--- src/rtl/div32by16_seq.sv ---
// Sequential 32/16 unsigned restoring divider: one quotient bit per clock, 16 RUN cycles.
// Divide-by-zero and quotient overflow are reported immediately via err.
module div32by16_seq (
    input  logic        clk,
    input  logic        rst,
    input  logic        start,
    input  logic [31:0] dividend,
    input  logic [15:0] divisor,
    output logic        busy,
    output logic        done,
    output logic [15:0] quotient,
    output logic [15:0] remainder,
    output logic        err
);
    localparam int unsigned DW = 16;
    localparam int unsigned RW = DW + 1;
    localparam int unsigned CW = 4;
    localparam logic [CW-1:0] LAST = CW'(DW - 1);

    typedef enum logic [1:0] {
        IDLE = 2'd0,
        RUN  = 2'd1,
        DONE = 2'd2
    } state_t;

    state_t state, state_nxt;

    logic [DW-1:0] r_q;
    logic [DW-1:0] q_q;
    logic [DW-1:0] dvs_q;
    logic [CW-1:0] cnt_q;

    logic          accept_c;
    logic          bad_c;
    logic          last_c;
    logic [RW-1:0] shift_c;
    logic [RW-1:0] diff_c;
    logic          fits_c;
    logic [RW-1:0] r_next_c;
    logic [DW-1:0] q_next_c;
    logic          busy_nxt;
    logic          done_nxt;

    // Operand screening and accept qualification
    assign accept_c = (state == IDLE) && start;
    assign bad_c    = (divisor == '0) || (dividend[31:16] >= divisor);
    assign last_c   = (state == RUN) && (cnt_q == LAST);

    // One restoring step; the partial remainder never exceeds 16 bits after a step
    assign shift_c  = {r_q, q_q[DW-1]};
    assign diff_c   = shift_c - {1'b0, dvs_q};
    assign fits_c   = shift_c >= {1'b0, dvs_q};
    assign r_next_c = fits_c ? diff_c : shift_c;
    assign q_next_c = {q_q[DW-2:0], fits_c};

    // State register
    always_ff @(posedge clk) begin
        if (rst) begin
            state <= IDLE;
        end else begin
            state <= state_nxt;
        end
    end

    // Next-state logic
    always_comb begin
        state_nxt = state;
        case (state)
            IDLE: begin
                if (start) begin
                    state_nxt = bad_c ? DONE : RUN;
                end
            end
            RUN: begin
                if (cnt_q == LAST) begin
                    state_nxt = DONE;
                end
            end
            DONE:    state_nxt = IDLE;
            default: state_nxt = IDLE;
        endcase
    end

    // Output decode, registered below so busy/done track the state register exactly
    always_comb begin
        busy_nxt = 1'b0;
        done_nxt = 1'b0;
        case (state_nxt)
            RUN:     busy_nxt = 1'b1;
            DONE:    done_nxt = 1'b1;
            default: ;
        endcase
    end

    // Working registers: operands captured on accept, shifted once per RUN cycle
    always_ff @(posedge clk) begin
        if (rst) begin
            r_q   <= '0;
            q_q   <= '0;
            dvs_q <= '0;
            cnt_q <= '0;
        end else if (accept_c) begin
            r_q   <= dividend[31:16];
            q_q   <= dividend[15:0];
            dvs_q <= divisor;
            cnt_q <= '0;
        end else if (state == RUN) begin
            r_q   <= DW'(r_next_c);
            q_q   <= q_next_c;
            cnt_q <= cnt_q + CW'(1);
        end
    end

    // Result registers change only when DONE is entered; err is cleared on a good accept
    always_ff @(posedge clk) begin
        if (rst) begin
            busy      <= 1'b0;
            done      <= 1'b0;
            quotient  <= '0;
            remainder <= '0;
            err       <= 1'b0;
        end else begin
            busy <= busy_nxt;
            done <= done_nxt;
            if (accept_c) begin
                if (bad_c) begin
                    err       <= 1'b1;
                    quotient  <= '1;
                    remainder <= '0;
                end else begin
                    err <= 1'b0;
                end
            end else if (last_c) begin
                quotient  <= q_next_c;
                remainder <= DW'(r_next_c);
            end
        end
    end

endmodule

--- config.mk ---
export PLATFORM = sky130hd
export DESIGN_NAME = div32by16_seq
export DESIGN_NICKNAME = d
export VERILOG_FILES = /design/src/rtl/div32by16_seq.sv
export SDC_FILE = /design/constraint.sdc
export NUM_CORES = 1
export LEC_CHECK = 0
export CORE_AREA = 4 4 114 116
export DETAILED_ROUTE_END_ITERATION = 7
export DIE_AREA = 0 0 118 120
export PLACE_DENSITY_LB_ADDON = 0.05
export SYNTH_ARGS = -nofsm -noshare
export SYNTH_HDL_FRONTEND = slang
export SYNTH_SLANG_ARGS = --single-unit
--- constraint.sdc ---
create_clock -name clk -period 2.14 [get_ports clk]
set_input_delay 0.214 -clock clk [delete_from_list [all_inputs] [get_ports clk]]
set_output_delay 0.214 -clock clk [all_outputs]
set_load 0.005 [all_outputs]
# Word level (Yosys, flattened, before mapping)
# Cells that the tools add are included.
dict set report totals {
  regBits 89
  latch_bits 0
  ram_bits 0
  rom_bits 0
  inputBits 51
  output_inout_bits 35
  memories 0
}
dict set report classes {
  n_addsub 2
  n_mul 0
  div 0
  order_cmp 2
  eq_ne 5
  shifts 0
  muxes 18
  bitwise 0
  n_reduce_logical 9
}
# cell n
set op_table {}
lappend op_table {{two-way mux 16 bit} 11}
lappend op_table {{greater-or-equal comparator 17 x 16 -> 1 bit} 1}
lappend op_table {{greater-or-equal comparator 16 bit} 1}
lappend op_table {{zero test 16 bit} 1}
lappend op_table {{subtractor 16 bit} 1}
lappend op_table {{two-way mux 2 bit} 3}
lappend op_table {{adder 4 x 1 -> 4 bit, second input constant} 1}
lappend op_table {{== test 2 x 1 -> 1 bit, second input constant} 2}
lappend op_table {{== test 4 bit, second input constant} 1}
lappend op_table {{case mux 2 bit (2 select lines)} 1}
lappend op_table {{nonzero test 2 bit} 2}
lappend op_table {{two-way mux 1 bit} 3}
lappend op_table {{== test 2 bit, second input constant} 1}
lappend op_table {{logical AND 1 bit} 2}
lappend op_table {{zero test 2 bit} 1}
lappend op_table {{!= test 2 x 1 -> 1 bit, second input constant} 1}
lappend op_table {{AND reduction 2 bit} 1}
lappend op_table {{OR reduction 2 bit} 1}
lappend op_table {{logical OR 1 bit} 1}

# Logic depth before layout (Yosys ltp)
dict set report depth {
  word_depth 7
  mapped_depth 10
  ltp_nobuf 10
}

# Worst setup path before layout
# OpenSTA, ideal clock, no wires.
dict set report synth_path {
  kind {register -> register}
  from {register q_q[15]}
  to {register remainder[12]}
  t_arrival_ns 2.212
  t_required_ns 2.011
  path_slack_ns -0.201
  stages_incl_launch_ff 11
  synth_period_minus_slack_ns 2.341
  path_cell_list {dfxtp_1 inv_1 ha_1 fa_1 nor2b_4 o31a_1 o31a_1 a2111o_1 a31o_1 a31oi_1 o32ai_1}
}
dict set report synth_via {
  elab_chain_len 4
}
# element line
set synth_rtl {}
lappend synth_rtl {{from (decl)} 29} ;# logic [DW-1:0] q_q;
lappend synth_rtl {{from (signal assigned)} 104} ;# q_q <= dividend[15:0];
lappend synth_rtl {{from (signal assigned)} 109} ;# q_q <= q_next_c;
lappend synth_rtl {{subtractor 16 bit or greater-or-equal comparator 17 x 16 -> 1 bit (tied branches)} {51, 52}}
lappend synth_rtl {{two-way mux 16 bit *} 53} ;# assign r_next_c = fits_c ? diff_c : shift_c;
lappend synth_rtl {{two-way mux 16 bit *} 133} ;# end else if (last_c) begin
lappend synth_rtl {{two-way mux 16 bit *} 125} ;# if (accept_c) begin
lappend synth_rtl {{to (signal assigned)} 135} ;# remainder <= DW'(r_next_c);
lappend synth_rtl {{to (decl)} 12} ;# output logic [15:0] remainder,
# Every way passes the cells marked *; elsewhere a longest branch is shown, timed or not. The select of a mux whose other input is x is not followed.
# A chain may end at the register's enable or synchronous reset.

# Worst setup path in the final report
dict set report layout_path {
  from {register q_q[15]}
  to {register remainder[14]}
}
# The elaborated chain is that of the path after synthesis.

==> results.json <==
{
  "syn-num-nets": 706,
  "path_class": "reg -> reg",
  "coreArea_mm2": 0.0119,
  "power_density_mw_per_mm2": 952,
  "finalHoldViolations": 0,
  "clock_sinks": 89,
  "synth_top_family_by_area": "compound AO/OA/AOI/OAI gates",
  "yosys.area_share.xor_xnor_pct": 1.57,
  "top_usage_layer": "met2",
  "rows": 40,
  "ys.flop_type": "dfxtp_1",
  "dr.pass1.iters": 5,
  "fp.dieW_um": 118,
  "setup.worst_path.start_class": "flip-flop",
  "p_total_mw": 8.05,
  "cp_num_buf_inv": 2,
  "layout_setup_ws_ns": -0.557,
  "antenna_left": 0,
  "synth-simple-area-share_pct": 18.7,
  "synth-edff-count": 0,
  "synthArstFlopShare_pct": 0,
  "maxCapViolations": 0,
  "critPathTopFamily": "compound AO/OA/AOI/OAI gates",
  "layout_commonest_cell": "buf_4",
  "worst_hold_path_type": "in -> reg",
  "route.detailed.drc": 0,
  "antenna_found_initial": 0,
  "syn_inst": 621,
  "max_freq_mhz": 371,
  "drive_gt1_share_pct": 38.8,
  "vias_per_cell": 5.69,
  "ys_warn_count": 0,
  "crit_required_ns": 2.34,
  "relSlewSlack_pct": 43.5,
  "num_antenna_cells": 0,
  "cts.clk_slew.worst_paths_ns": 0.07,
  "slowest_stage": "dfxtp_2",
  "nets": 934,
  "numPortBuffers": 85,
  "drt_iter0_drc": 610,
  "worst-path-max-fanout": 3,
  "status": "finished, violations left",
  "syn_to_final_growth_pct": 68.1,
  "gp_congestion": 0.945,
  "die_y_um": 120,
  "drv_slew": 0,
  "skew_ns": 0.0104,
  "ir_drop_uv": 436,
  "path_common_cell": "o31a_1",
  "clock_latency_ns": 0.35,
  "cp.arrival_ns": 2.89,
  "netlist_area_mm2": 0.00503,
  "cts_buffer_depth": 2,
  "finalSetupViolations": 34,
  "die_area_mm2": 0.0142,
  "n_fill_cell": 933,
  "grtUsageTotal_pct": 26.7,
  "layout_common_cells": "137 x buf_4, 82 x nand2_1, 76 x dfxtp_1",
  "avgSynthCellArea_um2": 8.10,
  "path_cells": "inv_2 > ha_4 > fa_2 > nor2b_4 > o31a_1 > o31a_1 > a211o_1 > a221oi_2 > mux2i_2 > buf_4 > a311oi_1",
  "overflow": 0,
  "use_met2_pct": 43.2,
  "synth_area_leaders": "dfxtp_1 35%, ha_1 8.2%, nand2_1 6.3%, a21oi_1 5.6%, o221a_2 3.8%",
  "grt_max_degree": 64,
  "ctsHtreeMaxLevel": 3,
  "grt_pass1_vias": 5749,
  "post_dp_cell_area_mm2": 0.00723,
  "cpPeakStageDelay_ns": 0.33,
  "leakage_nw": 3.47,
  "cts_buffers": 9,
  "synth-adder-area-share_pct": 8.60,
  "tns_ns": -8.87,
  "via_count": 5695,
  "period_share_pct": 126,
  "cts_tree": "done",
  "ios": 86,
  "use_met3_pct": 4.85,
  "dp_slack_ns": -0.780,
  "fin_area_mm2": 0.00846,
  "start_util_pct": 42.2,
  "synth_mux_area_share_pct": 1.19,
  "worst_pin_slew_ns": 0.844,
  "grt_pass1_wl_um": 30300,
  "ys_seq_area_share_pct": 35.4,
  "synth-seq-cells": 89,
  "synth_largest_type_area_fraction_pct": 35.4,
  "dp_hpwl_um": 13400,
  "end_kind": "flip-flop",
  "yosysUniqueCellTypes": 55,
  "fin_util_pct": 71.0,
  "fin_crit_ns": 2.70,
  "wl_um": 19300,
  "rsz0062_at_grt": "yes",
  "synth_compound_area_share_pct": 28.3,
  "wl_per_cell_um": 19.2,
  "root_buffer": "clkbuf_16",
  "failed_checks": "negative setup slack",
  "synth_area_leader_cell": "dfxtp_1",
  "met1_usage_pct": 36.6
}
[synth_stat cells (2+ instances only)]
master     count
nand2b_1       6
o2111ai_1      4
nor3_1        17
o22ai_1        2
a211oi_1      11
or2_1          3
a21o_1         7
a31o_2         3
buf_2          7
o21a_1         5
nor2_1        45
nand3_1       13
a211o_1        3
mux2i_1        6
o21ai_0       23
and3_1         4
buf_1          3
o31a_1         2
or3_1          8
o211a_1        2
o221a_2       17
dfxtp_1       89
o32ai_1        4
a311oi_1      21
nor4_1         5
nand4_1        4
clkbuf_1      28
or2_2          4
a31oi_1        9
xnor2_1        5
nand2_1       85
inv_1         42
xor2_1         4
nor2b_1        4
and2_1         4
o21ai_1        2
a21oi_1       56
ha_1          33
a221oi_1       8
o211ai_1       8
[what timing repair did]
item	4_1_cts	5_1_grt
resized for setup	116	55
setup endpoints to repair	54	52
buffers inserted	19	9
hold buffers	0	0
endpoints found under the hold margin	0	0
gates cloned	3	1
pin swaps	47	41
[power by group]
| group | internal [mW] | switching (mW) | total [mW] |
|---|---|---|---|
| clock | 0.821 | 0.772 | 1.59 |
| sequential | 1.82 | 0.137 | 1.96 |
| combinational | 2.36 | 2.14 | 4.50 |
[sequential cells by signal, indices dropped and copies added, names as in the netlist]
name and flops:
dvs_q 16, q_q 16, quotient 16, r_q 16, remainder 16, cnt_q 4
state 2, busy 1, done 1, err 1
[per-stage QoR]
step / instances / hold slack [ns]
6_report: 1001 / 0.178
2_1_floorplan: 621 / 0.350
3_3_place_gp: 956 / 0.445
3_5_place_dp: 956 / 0.447
5_1_grt: 1001 / 0.197
4_1_cts: 994 / 0.265
[layout make-up]
class | instances | area [um^2] | share of cell area, %
tap | 147 | 184 | 2.17
inverter | 43 | 161 | 1.91
clock buffer | 9 | 225 | 2.66
clock inverter | 7 | 70.1 | 0.829
timing repair buffer | 252 | 2270 | 26.8
sequential | 89 | 1800 | 21.3
multi-input combinational | 454 | 3750 | 44.4
[path summary, 6_finish.rpt]
path / from / to / slack [ns] / cells after the start
max: q_q[15] / remainder[14] / -0.56 / 11
min: divisor[3] / dvs_q[3] / 0.18 / 3
max reg2reg: q_q[15] / remainder[14] / -0.56 / 11
min reg2reg: dvs_q[9] / dvs_q[9] / 0.46 / 2
[worst min-delay path, delay by kind of cell]
kind | cells | cell delay [ns]
AO/OA/AOI/OAI | 1 | 0.05
buffers and inverters | 1 | 0.15
AND/OR/NAND/NOR | 1 | 0.07
[metal layers]
metal / up-vias / share of wire [%]
met5: - / 0
met4: 0 / 2.3
met1: 2736 / 45
li1: 2746 / -
met2: 184 / 46
met3: 29 / 5.8
[logic make-up after synthesis]
logic type                 count (synthesis)
and+or+nand+nor                          206
adders and majority gates                 34
buffers and inverters                     81
AOI/OAI and AO/OA                        196
DFF                                       89
xor gates and xnor gates                   9
muxes                                      6
No activity file was read; power rests on OpenSTA's default activity.
